--- src/rtl/system_pkg.sv ---
// rtl/system_pkg.sv - shared APB arbiter constants and FSM state type
package system_pkg;

    localparam int NUM_APB_SLV = 8;
    localparam int APB_SEL_LSB = 12;

    typedef enum logic [1:0] {
        IDLE   = 2'd0,
        SETUP  = 2'd1,
        ACCESS = 2'd2
    } apb_arb_state_e;

endpackage

--- src/rtl/apb_rr_arb2.sv ---
// rtl/apb_rr_arb2.sv - two-way round-robin selector with last-grant register
module apb_rr_arb2 (
    input  logic       clk,
    input  logic       rst,
    input  logic [1:0] i_req,
    input  logic       i_take,
    output logic [1:0] o_gnt
);

    logic r_last;

    // A tie goes to whichever requester did not win the previous grant.
    always_comb begin
        o_gnt = i_req;
        if (i_req == 2'b11) begin
            o_gnt = r_last ? 2'b01 : 2'b10;
        end
    end

    always_ff @(posedge clk or posedge rst) begin
        if (rst) begin
            r_last <= 1'b1;
        end else if (i_take) begin
            r_last <= o_gnt[1];
        end
    end

endmodule

--- src/rtl/apb_arbiter.sv ---
// rtl/apb_arbiter.sv - two-requester APB master arbiter; APB_ARB_PREADY_EN adds pready wait states
module apb_arbiter
    import system_pkg::*;
#(
    parameter int ADDR_W  = 32,
    parameter int DATA_W  = 32,
    parameter int SEL_LSB = APB_SEL_LSB
) (
    input  logic                          clk,
    input  logic                          rstn,
    input  logic                          m0_req,
    input  logic                          m0_write,
    input  logic [ADDR_W-1:0]             m0_addr,
    input  logic [DATA_W-1:0]             m0_wdata,
    output logic                          m0_gnt,
    output logic                          m0_done,
    output logic [DATA_W-1:0]             m0_rdata,
    input  logic                          m1_req,
    input  logic                          m1_write,
    input  logic [ADDR_W-1:0]             m1_addr,
    input  logic [DATA_W-1:0]             m1_wdata,
    output logic                          m1_gnt,
    output logic                          m1_done,
    output logic [DATA_W-1:0]             m1_rdata,
    output logic [ADDR_W-1:0]             paddr,
    output logic                          pwrite,
    output logic [DATA_W-1:0]             pwdata,
    output logic                          penable,
    output logic [NUM_APB_SLV-1:0]        psel,
`ifdef APB_ARB_PREADY_EN
    input  logic                          pready,
`endif
    input  logic [NUM_APB_SLV*DATA_W-1:0] prdata
);

    apb_arb_state_e r_state, w_next;

    logic              r_owner;
    logic              r_done0, r_done1;
    logic [ADDR_W-1:0] r_paddr;
    logic              r_pwrite;
    logic [DATA_W-1:0] r_pwdata;
    logic [DATA_W-1:0] r_rdata0, r_rdata1;

    logic [1:0]             w_req;
    logic [1:0]             w_arb_gnt;
    logic                   w_start;
    logic                   w_ready;
    logic                   w_finish;
    logic [2:0]             w_sel;
    logic [NUM_APB_SLV-1:0] w_onehot;
    logic [DATA_W-1:0]      w_prd;

`ifdef APB_ARB_PREADY_EN
    assign w_ready = pready;
`else
    assign w_ready = 1'b1;
`endif

    // A requester whose done is showing cannot win again in that same cycle.
    assign w_req    = {m1_req & ~r_done1, m0_req & ~r_done0};
    assign w_start  = (r_state == IDLE) && (|w_req);
    assign w_finish = (r_state == ACCESS) && w_ready;
    assign w_sel    = r_paddr[SEL_LSB +: 3];

    apb_rr_arb2 u_rr (
        .clk    (clk),
        .rst    (rstn),
        .i_req  (w_req),
        .i_take (w_start),
        .o_gnt  (w_arb_gnt)
    );

    always_ff @(posedge clk or posedge rstn) begin
        if (rstn) begin
            r_state <= IDLE;
        end else begin
            r_state <= w_next;
        end
    end

    always_comb begin
        w_next = r_state;
        case (r_state)
            IDLE:    if (|w_req) w_next = SETUP;
            SETUP:   w_next = ACCESS;
            ACCESS:  if (w_ready) w_next = IDLE;
            default: w_next = IDLE;
        endcase
    end

    always_comb begin
        w_onehot        = '0;
        w_onehot[w_sel] = 1'b1;
        w_prd           = '0;
        for (int k = 0; k < NUM_APB_SLV; k++) begin
            if (w_sel == 3'(k)) begin
                w_prd = prdata[k*DATA_W +: DATA_W];
            end
        end
    end

    always_ff @(posedge clk or posedge rstn) begin
        if (rstn) begin
            r_owner  <= 1'b0;
            r_done0  <= 1'b0;
            r_done1  <= 1'b0;
            r_paddr  <= '0;
            r_pwrite <= 1'b0;
            r_pwdata <= '0;
            r_rdata0 <= '0;
            r_rdata1 <= '0;
        end else begin
            r_done0 <= 1'b0;
            r_done1 <= 1'b0;
            if (w_start) begin
                r_owner  <= w_arb_gnt[1];
                r_paddr  <= w_arb_gnt[1] ? m1_addr  : m0_addr;
                r_pwrite <= w_arb_gnt[1] ? m1_write : m0_write;
                r_pwdata <= w_arb_gnt[1] ? m1_wdata : m0_wdata;
            end
            if (w_finish) begin
                if (r_owner) begin
                    r_done1 <= 1'b1;
                    if (!r_pwrite) r_rdata1 <= w_prd;
                end else begin
                    r_done0 <= 1'b1;
                    if (!r_pwrite) r_rdata0 <= w_prd;
                end
            end
        end
    end

    assign paddr    = r_paddr;
    assign pwrite   = r_pwrite;
    assign pwdata   = r_pwdata;
    assign penable  = (r_state == ACCESS);
    assign psel     = (r_state != IDLE) ? w_onehot : '0;
    assign m0_gnt   = (r_state != IDLE) && !r_owner;
    assign m1_gnt   = (r_state != IDLE) &&  r_owner;
    assign m0_done  = r_done0;
    assign m1_done  = r_done1;
    assign m0_rdata = r_rdata0;
    assign m1_rdata = r_rdata1;

endmodule

--- config.mk ---
export PLATFORM = sky130hd
export DESIGN_NAME = apb_arbiter
export DESIGN_NICKNAME = d
export VERILOG_FILES = /design/src/rtl/system_pkg.sv /design/src/rtl/apb_rr_arb2.sv /design/src/rtl/apb_arbiter.sv
export SDC_FILE = /design/constraint.sdc
export NUM_CORES = 1
export LEC_CHECK = 0
export ABC_AREA = 1
export BUFFER_PORTS_ARGS = -buffer_cell sky130_fd_sc_hd__clkbuf_2
export CORE_AREA = 2 2 205 207
export CTS_BUF_LIST = sky130_fd_sc_hd__clkbuf_16
export DETAILED_ROUTE_END_ITERATION = 6
export DIE_AREA = 0 0 207 209
export GPL_ROUTABILITY_DRIVEN = 0
export GPL_TIMING_DRIVEN = 0
export PLACE_DENSITY = 0.44
export SETUP_SLACK_MARGIN = 0.15
export SYNTH_ARGS = -nofsm -noshare
export SYNTH_HDL_FRONTEND = slang
export SYNTH_SLANG_ARGS = --single-unit
--- constraint.sdc ---
create_clock -name clk -period 9.5 [get_ports clk]
set_input_delay 0.475 -clock clk [delete_from_list [all_inputs] [get_ports clk]]
set_output_delay 0.475 -clock clk [all_outputs]
set_load 0.05 [all_outputs]
Word level (Yosys, flattened, before mapping)
Cells that the tools add are included.
Operators by class
  $lt $le $gt $ge: 2
  equal/unequal tests: 11
  muxes and demuxes: 22
  bitwise logic cells: 6
  reductions and logical operators: 11
Operators by type and width (count)
  32-bit two-way mux: 10
  3-bit == test (second input constant): 4
  8-bit two-way mux: 1
  3-bit by 2-bit == test with 1-bit output (second input constant): 2
  1-bit two-way mux: 6
  2-bit two-way mux: 3
  3-bit AND reduction: 2
  2-bit == test (second input constant): 2
  1-bit logical AND: 4
  3-bit by 4-bit < comparator with 1-bit output (second input constant): 1
  1-bit inverter: 4
  2-bit case mux with 2 select lines: 1
  1-bit demux with 3-bit select: 1
  3-bit by 1-bit == test with 1-bit output (second input constant): 1
  3-bit by 1-bit >= comparator with 1-bit output (second input constant): 1
  3-bit logical NOT: 1
  1-bit bitwise AND: 2
  2-bit by 1-bit == test with 1-bit output (second input constant): 1
  2-bit logical NOT: 1
  2-bit by 1-bit != test with 1-bit output (second input constant): 1
  2-bit nonzero test: 1
  2-bit OR reduction: 1
  1-bit logical NOT: 1
Word-level totals
  register bits after elaboration: 135
  input bits: 390
  logic and storage cells: 62

Depth between registers and ports, before layout
  depth after elaboration: 9
  mapped depth: 12

Cells and area by module
A second synthesis with hierarchy kept.
Unflattened totals
  cell total of the unflattened synthesis: 1195
  area total of the unflattened synthesis: 7928.9 sq um
Modules (own cells, without submodules)
  apb_arbiter: times used 1, cells each 1185, area an instance 7861.3 sq um
  apb_rr_arb2: times used 1, cells each 10, area an instance 67.6 sq um

Worst setup path after synthesis
No wires, ideal clock.
  path kind: register -> output
  start: register r_paddr[14], in the netlist paddr[14]
  end: output psel[0]
  arrival: 2.664 ns
  data required time: 9.025 ns
  setup slack: 6.361 ns
  stages on the path, launching flop included: 5
  cell sequence: dfrtp_1 buf_4 buf_6 buf_4 nor4_1
On the way
  word-level cells in the longest chain between the ends: 5
  elaborated cells between the ends (all ways): 6
  those cells by class: order compare: 2; mux: 3; reduce/logical: 1
RTL lines
  start: declaration: RTL line apb_arbiter.sv:40  | logic [ADDR_W-1:0] r_paddr;
  start signal: assignment: RTL line apb_arbiter.sv:118  | r_paddr <= w_arb_gnt[1] ? m1_addr : m0_addr;
  3-bit by 4-bit < comparator with 1-bit output (not written as such) or 3-bit by 1-bit >= comparator with 1-bit output (tied branches): RTL line apb_arbiter.sv:94  | w_onehot[w_sel] = 1'b1;
  1-bit logical AND (not written as such): RTL line apb_arbiter.sv:94
  1-bit two-way mux (not written as such): RTL line apb_arbiter.sv:94
  1-bit demux with 3-bit select (*): RTL line apb_arbiter.sv:94
  8-bit two-way mux (*): RTL line apb_arbiter.sv:138  | assign psel = (r_state != IDLE) ? w_onehot : '0;
  end: declaration: RTL line apb_arbiter.sv:29  | output logic [NUM_APB_SLV-1:0] psel,
Every way passes the cells marked *; elsewhere a longest branch is shown, timed or not.

Final worst setup path
  start: register r_paddr[12], in the netlist paddr[12]
  end: output psel[5]
Same word-level chain as after synthesis.

==> impl_results.md <==
* Clock Tree Root: clkbuf_16
* Max-capacitance violation count at 0
* Max-slew violations at 0
* Final setup viols at 0
* Peak Freq at 377 MHz
* Initial Util at 20.1%
* Crit. End Element: output pin
* Crit path max fanout at 10
* Seq/Total Area, Yosys at 40.7%
* Via count of the first global-routing pass at 10840
* Worst-margin pin slew at 766 ps
* Share of post-route cells with drive strength above 1 at between 30% and 40%
* Status: completed
* DR WL/cell at 20.5 µm
* # hold bufs at CTS at 0
* Initial antenna violation count at 10
* Final nets at 2203
* CP startpoint kind: register
* Largest net degree at the start of global routing at 83
* Die outline height at around 210 µm
* Setup TNS at 0 ps
* Std cell rows at 75
* Yosys warnings at 0
* Critical path start-end classification: reg2out
* Vias at 10545
* Die span in x at 207 µm
* VDD IR-drop max at 0.155 mV
* Worst-path clk slew at roughly 60 ps
* Worst hold path type: in2async
* LEAKAGE at 0.00692 µW
* 1st-iter DRT viols at 719
* Fin cells at 2370
* Port Buffers at 531
* Setup bufs post-CTS at 0
* PostCTS Resize Cnt at 0
* Register bit total from synthesis at 135
* TritonCTS clock tree: yes
* First-pass GRT wire length at between 70000 and 80000 µm
* Drt total wl at just under 50000 µm
* Final min period at about 2700 ps
* Clk_skew at 9.91 ps
* Final Cycle Share at 27.9%
* Post-route worst setup slack at ~6800 ps
* Ranking of synthesized cells by area: dfrtp_1 40%, nand2_1 25%, nor2_1 6.5%
* P&R area growth vs syn at 47.4%
* Most frequently used flop master after synthesis: dfrtp_1
* Max Buffers Root-to-Sink at 2
* Most frequent cells in the layout: 554 x nand2_1, 531 x clkbuf_2, 144 x nor2_1
* Pwr Density at slightly above 400 nW/µm²
* Post-DP HPWL at 41000 µm
* Core ar. at 41300 µm²
* Layout Utilization at slightly below 30%
* Synth async-reset ratio at 100%
* I/O pin total at 532
* Post-DRT Antenna Nets at 0
* Most common cell after layout, fill and taps aside: nand2_1
* EDFF count, synth at 0
* Hold Vio Cnt, Final at 0
* CP arrival at 2180 ps
* Global-route usage over all layers at between 20 and 25%
* Worst skew pair latency at between 400 and 500 ps
* Leading area contributor after synthesis: dfrtp_1
* RSZ-0062 raised after global routing: false
* Vias per cell at between 4 and 5
* Mean Syn Cell Area at 6.58 µm²
* H-tree levels at 4
* TritonCTS buffer count at 17
* Critical Path RT at 9030 ps
* Total grt overflow at 0
* Placed insts at 2333
* Yosys top cell area share at 40.4%
* Drt pass-1 iters at 5
* CTS Sinks at between 100 and 150
* Synthesized area at 8310 µm²
* Post-Syn Instances at 1262
* Post-Place Worst Slack at about 7200 ps
* Die area at 43300 µm²
* Power Total at just over 5000 µW
* Syn nets at 1652
* Slew Limit Headroom at 48.9%
* Yosys cell types at 33
* Residual DRC at 0
[logic make-up (layout without fill, tap and decap cells)]
family          after synthesis  in the layout  synth area share (%)
simple gates                838            838                  41.4
buf+inv                     169            733                  9.67
compound gates              120            120                  8.24
other cells                   0              5                     0
flops                       135            135                  40.7
[registers in the layout (all words and copies together), names as in the netlist]
register,cells
m0_done,1
m0_rdata,32
m1_done,1
m1_rdata,32
paddr,32
pwdata,32
pwrite,1
r_owner,1
r_state,2
u_rr.r_last,1
[metal layers]
layer / wire length, µm / track usage, % / part of all wire, %
met5: 37 / 0 / 0.076
met4: 2200 / 11.1 / 4.5
met3: 3800 / 6.48 / 7.8
met2: 24400 / 39.8 / 50
met1: 18200 / 24.3 / 37
[synthesized netlist by cell type, types with 5 or more instances]
| master | number |
|---|---|
| or2_0 | 10 |
| clkbuf_1 | 20 |
| buf_6 | 6 |
| a31oi_1 | 61 |
| nand2_1 | 554 |
| buf_2 | 34 |
| o21ai_1 | 7 |
| buf_4 | 19 |
| a21oi_1 | 7 |
| inv_1 | 81 |
| dfrtp_1 | 134 |
| nor2_2 | 5 |
| inv_2 | 5 |
| nor2_1 | 144 |
| nand4_1 | 9 |
| nand3b_1 | 7 |
| nand3_1 | 76 |
| o21ai_0 | 40 |
| or2_2 | 8 |
| nor3_1 | 7 |
[stage by stage]
step | area, µm² | hold slack, ps
5_1_grt | 12200 | 118
3_3_place_gp | 11600 | 440
4_1_cts | 12200 | 97.7
6_report | 12200 | 93.1
3_5_place_dp | 11700 | 442
2_1_floorplan | 8310 | 422
[path summary, 6_finish.rpt]
check	to	cells past startpoint	slack, ps	startpoint
max	psel[5]	5	6850	paddr[12]
min	m1_rdata[2]	2	90	rstn
max in group asynchronous	u_rr.r_last	3	8560	rstn
min in group clk	pwdata[17]	3	260	m1_wdata[17]
min reg2reg	r_state[1]	1	460	r_state[1]
max reg2reg	m1_rdata[30]	8	7280	paddr[12]
[final cells by class]
class / instances / area [µm²]
Clock inverter: 15 / 133
Clock buffer: 17 / 425
Tap cell: 539 / 674
Buffer: 79 / 455
Timing Repair Buffer: 532 / 2690
Sequential cell: 135 / 3380
Multi-Input combinational cell: 958 / 4130
Fill cell: 4757 / 29000
Inverter: 90 / 353
Antenna cell: 5 / 12.5
[power breakdown]
| part | total, µW | internal [µW] | leakage, µW | switching, µW |
|---|---|---|---|---|
| clock | 642 | 360 | 0.000272 | 282 |
| sequential | 1050 | 871 | 0.00158 | 180 |
| combinational | 3380 | 806 | 0.00507 | 2570 |
| total | 5070 | 2040 | 0.00692 | 3040 |
[worst max-delay path: stages, from the launching register on]
cell	delay, ps
dfrtp_1	430
inv_2	80
buf_4	180
clkbuf_1	600
nor3_1	140
clkbuf_2	290
(Power assumes the default switching activity.)
